<file path="config.mk">
export PLATFORM = sky130hd
export DESIGN_NAME = data_mem_arbiter
export DESIGN_NICKNAME = d
export VERILOG_FILES = /design/src/rtl/mem_ctrl_pkg.sv /design/src/rtl/rr_arbiter_2.sv /design/src/rtl/data_mem_arbiter.sv
export SDC_FILE = /design/constraint.sdc
export NUM_CORES = 1
export LEC_CHECK = 0
export ABC_AREA = 1
export ABC_CLOCK_PERIOD_IN_PS = 1600
export BUFFER_PORTS_ARGS = -buffer_cell sky130_fd_sc_hd__buf_2
export CORE_MARGIN = 2
export CORE_UTILIZATION = 40
export DETAILED_ROUTE_END_ITERATION = 10
export GPL_TIMING_DRIVEN = 0
export PLACE_DENSITY = 0.8
export SLEW_MARGIN = 20
export SYNTH_ARGS = -nofsm -noshare
export SYNTH_HDL_FRONTEND = slang
export SYNTH_SLANG_ARGS = --single-unit
</file>
<file path="constraint.sdc">
create_clock -name i_clk -period 1.6 [get_ports i_clk]
set_clock_uncertainty 0.1 [all_clocks]
set_input_delay 0.08 -clock i_clk [delete_from_list [all_inputs] [get_ports i_clk]]
set_output_delay 0.08 -clock i_clk [all_outputs]
set_load 0.03 [all_outputs]
</file>
<file path="src/rtl/mem_ctrl_pkg.sv">
// Shared types and helpers for the data-memory arbiter: FSM states, owner
// encoding, default base address and byte-address to word-index conversion.
package mem_ctrl_pkg;

    typedef enum logic [1:0] {
        StIdle,
        StAccess,
        StDone
    } state_e;

    typedef enum logic {
        OwnCpu,
        OwnLdr
    } owner_e;

    localparam int unsigned DefaultBaseAddr = 1024;

    // Full-width word offset; callers truncate to their index width so that
    // out-of-range addresses wrap modulo the memory depth.
    function automatic logic [31:0] addr_to_idx(input logic [31:0] addr,
                                                input logic [31:0] base);
        logic [31:0] offs;
        offs = addr - base;
        return offs >> 2;
    endfunction

endpackage

</file>
<file path="src/rtl/rr_arbiter_2.sv">
// Two-way round-robin arbiter between the CPU and loader ports; the last
// grant only advances when a grant is issued while enabled.
module rr_arbiter_2
    import mem_ctrl_pkg::*;
(
    input  logic   i_clk,
    input  logic   i_rst_n,
    input  logic   i_en,
    input  logic   i_req_cpu,
    input  logic   i_req_ldr,
    output logic   o_gnt_valid,
    output owner_e o_gnt_owner
);

    owner_e r_last;

    always_comb begin
        o_gnt_valid = i_en & (i_req_cpu | i_req_ldr);
        if (i_req_cpu && i_req_ldr) begin
            // Tie goes to whoever did not win last time.
            o_gnt_owner = (r_last == OwnLdr) ? OwnCpu : OwnLdr;
        end else if (i_req_cpu) begin
            o_gnt_owner = OwnCpu;
        end else begin
            o_gnt_owner = OwnLdr;
        end
    end

    always_ff @(posedge i_clk or negedge i_rst_n) begin
        if (!i_rst_n) begin
            r_last <= OwnLdr;
        end else if (o_gnt_valid) begin
            r_last <= o_gnt_owner;
        end
    end

endmodule

</file>
<file path="src/rtl/data_mem_arbiter.sv">
// Shares the single-port data memory between the pipeline MEM stage and the
// loader, inserting fixed wait states and freezing the pipeline via cpu_ready.
module data_mem_arbiter
    import mem_ctrl_pkg::*;
#(
    parameter  int unsigned Depth      = 64,
    parameter  int unsigned BaseAddr   = DefaultBaseAddr,
    parameter  int unsigned WaitCycles = 2,
    localparam int unsigned IdxW       = $clog2(Depth)
) (
    input  logic            i_clk,
    input  logic            i_rst_n,
    input  logic            i_cpu_r_en,
    input  logic            i_cpu_w_en,
    input  logic [31:0]     i_cpu_addr,
    input  logic [31:0]     i_cpu_wdata,
    output logic [31:0]     o_cpu_rdata,
    output logic            o_cpu_ready,
    input  logic            i_ldr_req,
    input  logic            i_ldr_w_en,
    input  logic [31:0]     i_ldr_addr,
    input  logic [31:0]     i_ldr_wdata,
    output logic [31:0]     o_ldr_rdata,
    output logic            o_ldr_ack,
    output logic            o_mem_r_en,
    output logic            o_mem_w_en,
    output logic [IdxW-1:0] o_mem_addr,
    output logic [31:0]     o_mem_wdata,
    input  logic [31:0]     i_mem_rdata
);

    localparam int unsigned CntW = 4;

    state_e          r_state, w_state_d;
    owner_e          r_owner, w_owner_d;
    logic            r_op_wr, w_op_wr_d;
    logic [CntW-1:0] r_cnt, w_cnt_d;
    logic [IdxW-1:0] r_mem_addr, w_addr_d;
    logic [31:0]     r_mem_wdata, w_wdata_d;
    logic            r_mem_r_en, r_mem_w_en;
    logic [31:0]     r_cpu_rdata, r_ldr_rdata;
    logic            r_ldr_ack;
    logic            w_capture;
    logic            w_cpu_req;
    logic            w_gnt_valid;
    owner_e          w_gnt_owner;
    logic [IdxW-1:0] w_cpu_idx, w_ldr_idx;

    assign w_cpu_req = i_cpu_r_en | i_cpu_w_en;
    assign w_cpu_idx = IdxW'(addr_to_idx(i_cpu_addr, BaseAddr));
    assign w_ldr_idx = IdxW'(addr_to_idx(i_ldr_addr, BaseAddr));

    rr_arbiter_2 u_arb (
        .i_clk       (i_clk),
        .i_rst_n     (i_rst_n),
        .i_en        (r_state == StIdle),
        .i_req_cpu   (w_cpu_req),
        .i_req_ldr   (i_ldr_req),
        .o_gnt_valid (w_gnt_valid),
        .o_gnt_owner (w_gnt_owner)
    );

    always_comb begin
        w_state_d = r_state;
        w_owner_d = r_owner;
        w_op_wr_d = r_op_wr;
        w_cnt_d   = r_cnt;
        w_addr_d  = r_mem_addr;
        w_wdata_d = r_mem_wdata;
        w_capture = 1'b0;
        unique case (r_state)
            StIdle: begin
                if (w_gnt_valid) begin
                    w_owner_d = w_gnt_owner;
                    if (w_gnt_owner == OwnCpu) begin
                        // r_en together with w_en still counts as a write.
                        w_op_wr_d = i_cpu_w_en;
                        w_addr_d  = w_cpu_idx;
                        w_wdata_d = i_cpu_wdata;
                    end else begin
                        w_op_wr_d = i_ldr_w_en;
                        w_addr_d  = w_ldr_idx;
                        w_wdata_d = i_ldr_wdata;
                    end
                    w_cnt_d   = CntW'(WaitCycles - 1);
                    w_state_d = StAccess;
                end
            end
            StAccess: begin
                if (r_cnt == '0) begin
                    w_capture = 1'b1;
                    w_state_d = StDone;
                end else begin
                    w_cnt_d = r_cnt - 1'b1;
                end
            end
            StDone: begin
                w_state_d = StIdle;
            end
            default: begin
                w_state_d = StIdle;
            end
        endcase
    end

    // Strobes are registered from next state so the write pulse lands on the
    // final ACCESS cycle and a reset before it never lets it out.
    always_ff @(posedge i_clk or negedge i_rst_n) begin
        if (!i_rst_n) begin
            r_state     <= StIdle;
            r_owner     <= OwnCpu;
            r_op_wr     <= 1'b0;
            r_cnt       <= '0;
            r_mem_addr  <= '0;
            r_mem_wdata <= '0;
            r_mem_r_en  <= 1'b0;
            r_mem_w_en  <= 1'b0;
            r_cpu_rdata <= '0;
            r_ldr_rdata <= '0;
            r_ldr_ack   <= 1'b0;
        end else begin
            r_state     <= w_state_d;
            r_owner     <= w_owner_d;
            r_op_wr     <= w_op_wr_d;
            r_cnt       <= w_cnt_d;
            r_mem_addr  <= w_addr_d;
            r_mem_wdata <= w_wdata_d;
            r_mem_r_en  <= (w_state_d == StAccess) & ~w_op_wr_d;
            r_mem_w_en  <= (w_state_d == StAccess) & w_op_wr_d & (w_cnt_d == '0);
            r_ldr_ack   <= (w_state_d == StDone) & (w_owner_d == OwnLdr);
            if (w_capture && !r_op_wr && r_owner == OwnCpu) begin
                r_cpu_rdata <= i_mem_rdata;
            end
            if (w_capture && !r_op_wr && r_owner == OwnLdr) begin
                r_ldr_rdata <= i_mem_rdata;
            end
        end
    end

    assign o_cpu_ready = ~i_rst_n | ~w_cpu_req | ((r_state == StDone) & (r_owner == OwnCpu));
    assign o_cpu_rdata = r_cpu_rdata;
    assign o_ldr_rdata = r_ldr_rdata;
    assign o_ldr_ack   = r_ldr_ack;
    assign o_mem_r_en  = r_mem_r_en;
    assign o_mem_w_en  = r_mem_w_en;
    assign o_mem_addr  = r_mem_addr;
    assign o_mem_wdata = r_mem_wdata;

endmodule
</file>
==> results <==
- The flow ran to the end, but the final reports show violations.
- The final reports fail on negative hold slack, negative setup slack.
- The number of cells produced by synthesis is 522.
- The number of standard-cell rows in the floorplan is 40.
- The power per cell area is 2199 nW/um2.
- Wires add up to 17.41 mm.
- The worst slew margin relative to its limit is 0.6183.
- The transition time of the tightest slew-check pin is 572.6 ps.
- The level count of the clock H-tree is 4.
- The internal power of the cells totals 9.687 mW.
- For this run, the total global-route usage over all layers was measured as 0.2683.
- The number of global-route vias before repair is 5611.
- On the final layout, the worst hold slack is -444.2 ps.
- The number of pins with negative max-slew slack in the final report is 0.
- The layout has 767 filler cells.
- Dividing the detail-routed via count by the number of cells gives 5.103.
- The count of different cell masters after synthesis is 25.
- The startpoint type of the worst setup path is a register.
- The post-synth net total is 689.
- The area used by multi-input combinational logic is 1798 um2.
- Summing internal, switching and leakage power gives 18.08 mW.
- The count of placed standard cells including taps is 889.
- The final-report hold violation count was 112.
- Clock-pin slew was measured on the worst setup and hold paths at 60 ps.
- The total core area is 11860 um2.
- The share of the cycle needed by the critical path after routing is 1.053.
- The yosys synthesis warning count is 0.
- The count of endpoints failing setup in the final report is 61.
- The slowest stage of the critical path belongs to the cell sky130_fd_sc_hd__dfrtp_1.
- The startpoint of the worst register-to-register path is r_cnt[1].
- The maximum vdd ir drop is 1.103 mV.
- The number of clock sinks is 114.
- In this run the worst path has a maximum fanout of 10.
- The number of buffers inserted for hold repair after clock tree synthesis is 109.
- The worst-case reg-to-reg path depth is 9.
- The post-detailed-route count of antenna-violating nets is 0.
- TritonCTS built the clock tree.
- The setup slack after placement is -391.0 ps.
- The worst endpoint data arrival time is 1860 ps.
- The number of storage elements in the synthesis netlist is 114.
- On the worst path, the slowest cell contributes a delay of 390 ps.
- The final layout net count is 1053.
- The first-pass GRT wire length is 27.05 mm.
- The number of antenna violations at the first check in global routing was 0.
- The die height is 113.6 um.
- At the end of routability-driven placement, the weighted congestion stood at 0.7973.
- In this run the clock root is driven by a sky130_fd_sc_hd__clkbuf_16.
- In the post-route analysis, the smallest setup slack over all paths is -84.53 ps.
- The per-instance average area after synthesis is 9.202 um2.
- Of the total power, combinational logic draws 0.499.
- The type of destination of the critical path is a register.
- The HPWL after detailed placement is 9.628 mm.
- The signal on the critical path passes through inv_2 > ha_4 > nand2_4 > nor3_4 > buf_12 > nand3b_4 > buf_6 > nand2_1 > o21ai_1.
- Once layout is complete, the cells apart from fillers number 1045.
- After routing, the total negative slack on setup checks comes to -3269 ps.
- For this design the total switching power over the nets is 8.395 mW.
- The utilization after layout is 0.6932.
- In the final routed layout, each cell accounts on average for 16.66 um.
- The endpoint required time on the critical path is 1780 ps.
- Summing all non-filler instances in the final layout gives an area of 8223 um2.
- The analysis attributes to cell leakage a power of 4.209 nW.
- The achievable clock frequency is 0.5936 GHz.
- The via total after detailed routing is 5333.
- The number of buffer cells added on primary ports is 219.
- The category of the most critical setup path is register to register.
- Of the synthesized area, sequential elements account for 0.5942.
- Clock tree synthesis inserted a total of 17 buffers.
- The post-placement cell area is 6156 um2.
- The maximum clock path buffer count is 2.
- The class of the most critical hold timing path is input port to async pin.
- The residual DRC count is 0.
- The area of all sequential standard cells is 2856 um2.
- Of the total power, the clock network draws 0.203.
- Setup slack on the worst reg-to-reg path comes out at -80 ps.
- The initial standard-cell utilization of the core is 0.4050.
- The area of the die is 12900 um2.
- The final critical delay including setup and external delays is 1685 ps.
- Pin placement for this block handled 272 I/O pins.
- The DRC violation total after the first TritonRoute iteration is 494.
- The repair_antennas step left the layout with diodes totalling 0.
- Setup repair after global routing could not meet its margin everywhere.
- Max-cap violations in this run came to 0.
- Of the total power, registers draw 0.298.
- In the final layout, the share of cells above drive strength 1 is 0.4131.
- The total overflow left after global routing is 0.
- Of the total power, the share spent switching nets is 0.4643.
- The worst register-to-register path ends at o_cpu_rdata[18].
- At the later pin of the worst-skew pair, clock insertion delay measures 400 ps.
- The netlist area before placement is 4803 um2.
- The width of the die is 113.6 um.
- The maximum number of pins on one net before global-route repair is 61.
- From synthesis to final layout, the design area changed by 71.19%.
- The number of detailed-route iterations in the first pass is 5.
==> per-layer routing <==
| metal | track usage | wire length (um) | vias up |
|---|---|---|---|
| li1 | - | - | 2423 |
| met1 | 0.3021 | 6657 | 2525 |
| met2 | 0.4635 | 8553 | 322 |
| met3 | 0.07545 | 1573 | 63 |
| met4 | 0.1423 | 627 | 0 |
| met5 | 0 | 0 | - |
==> area by class of cell <==
class                      count  share of cell area
timing repair buffer         343              0.2868
clock inverter                13             0.01689
buffer                        28             0.03165
clock buffer                  18             0.05341
multi-input combinational    332              0.2187
inverter                      50             0.02282
tap                          147             0.02237
sequential                   114              0.3474
==> worst max-delay path by stage <==
stage	from	end	slack (ps)	depth (start not counted)
after floorplan	r_cnt[0]	o_cpu_rdata[11]	-50	8
after global placement	i_rst_n	o_cpu_ready	-1190	3
after detailed placement	u_arb.r_last	o_mem_wdata[27]	-390	8
after CTS	r_cnt[0]	o_cpu_rdata[18]	-90	9
after global routing	r_cnt[0]	o_cpu_rdata[16]	-180	9
final	r_cnt[1]	o_cpu_rdata[18]	-80	9
==> placed cells by master (no fill, tap or decap), types with 2 or more instances in the layout <==
cell	netlist	layout
sky130_fd_sc_hd__nand2_1	126	90
sky130_fd_sc_hd__clkinvlp_4	0	5
sky130_fd_sc_hd__nand3_4	1	2
sky130_fd_sc_hd__nor2_2	1	3
sky130_fd_sc_hd__clkbuf_8	1	3
sky130_fd_sc_hd__clkinv_4	0	3
sky130_fd_sc_hd__clkbuf_1	12	5
sky130_fd_sc_hd__clkinv_2	0	3
sky130_fd_sc_hd__nand4_1	3	3
sky130_fd_sc_hd__inv_1	50	45
sky130_fd_sc_hd__buf_6	8	15
sky130_fd_sc_hd__buf_8	0	2
sky130_fd_sc_hd__clkbuf_4	0	4
sky130_fd_sc_hd__inv_2	0	5
sky130_fd_sc_hd__dfrtp_1	113	111
sky130_fd_sc_hd__nand2_4	0	10
sky130_fd_sc_hd__nand3_1	5	5
sky130_fd_sc_hd__clkbuf_16	0	18
sky130_fd_sc_hd__o21ai_1	64	61
sky130_fd_sc_hd__o21ai_0	58	52
sky130_fd_sc_hd__nand2_2	1	27
sky130_fd_sc_hd__buf_4	3	10
sky130_fd_sc_hd__dfrtp_2	0	2
sky130_fd_sc_hd__dlygate4sd3_1	0	109
sky130_fd_sc_hd__buf_2	3	219
sky130_fd_sc_hd__nor2_1	45	42
sky130_fd_sc_hd__bufinv_16	0	2
sky130_fd_sc_hd__o21ai_2	20	29
==> critical path, delay by kind of cell, from the launching register on <==
family / cells / cell delay, ps
buffers and inverters: 3 / 440
flip-flops: 1 / 390
AND/OR/NAND/NOR: 4 / 420
adder cells (fa/ha/maj): 1 / 150
AO/OA/AOI/OAI: 1 / 60
==> Yosys cell counts <==
cell type / n / area, um2
sky130_fd_sc_hd__dfstp_2: 1 / 26.28
sky130_fd_sc_hd__clkbuf_2: 1 / 5.000
sky130_fd_sc_hd__nor2_2: 1 / 6.260
sky130_fd_sc_hd__o21ai_0: 58 / 290.3
sky130_fd_sc_hd__a21oi_1: 1 / 5.000
sky130_fd_sc_hd__and2_1: 1 / 6.260
sky130_fd_sc_hd__nor2_1: 45 / 168.9
sky130_fd_sc_hd__buf_4: 3 / 22.52
sky130_fd_sc_hd__buf_6: 8 / 90.09
sky130_fd_sc_hd__nand3b_4: 1 / 20.02
sky130_fd_sc_hd__dfrtp_1: 113 / 2828
sky130_fd_sc_hd__ha_1: 1 / 12.51
sky130_fd_sc_hd__nand4_1: 3 / 18.77
sky130_fd_sc_hd__nor3_4: 1 / 16.27
sky130_fd_sc_hd__buf_2: 3 / 15.01
sky130_fd_sc_hd__nand3_4: 1 / 17.52
sky130_fd_sc_hd__clkbuf_1: 12 / 45.04
sky130_fd_sc_hd__nand2_1: 126 / 473.0
sky130_fd_sc_hd__clkbuf_8: 1 / 13.76
sky130_fd_sc_hd__o311ai_0: 1 / 8.760
sky130_fd_sc_hd__o21ai_1: 64 / 320.3
sky130_fd_sc_hd__nand3_1: 5 / 25.02
sky130_fd_sc_hd__nand2_2: 1 / 6.260
sky130_fd_sc_hd__inv_1: 50 / 187.7
sky130_fd_sc_hd__o21ai_2: 20 / 175.2
==> power groups by stage <==
| stage | Combinational, mW | Clock [mW] | Sequential (mW) |
|---|---|---|---|
| 5_1_grt | 9.70 | 3.86 | 5.50 |
| 6_report | 9.03 | 3.67 | 5.39 |
| 2_1_floorplan | 2.77 | 0 | 7.83 |
| 4_1_cts | 8.48 | 3.73 | 5.26 |
| 3_5_place_dp | 7.88 | 0 | 5.20 |
| 3_3_place_gp | 7.71 | 0 | 5.17 |
==> cell families (layout without fill, tap and decap cells) <==
group	Yosys count	after routing	synth area share
AOI/OAI and AO/OA	144	144	0.1665
DFF	114	114	0.5942
buffers and inverters	78	452	0.07892
adders and majority gates	1	1	0.002604
and+or+nand+nor	185	187	0.1579
==> state kept, by name (all words and copies together) (netlist names) <==
name and cells:
o_cpu_rdata 32, o_ldr_rdata 32, o_mem_wdata 32, o_mem_addr 6, r_cnt 4, r_state 2
o_ldr_ack 1, o_mem_r_en 1, o_mem_w_en 1, r_op_wr 1, r_owner 1, u_arb.r_last 1
==> timing repair <==
item                       in CTS  in global routing
pin swaps                       3                  1
setup buffers                   8                  3
resized for setup              45                 51
gates cloned                    5                  0
setup endpoints to repair      98                107
hold endpoints to repair      161                 58
Note: power is estimated with default switching activity, not from simulation.
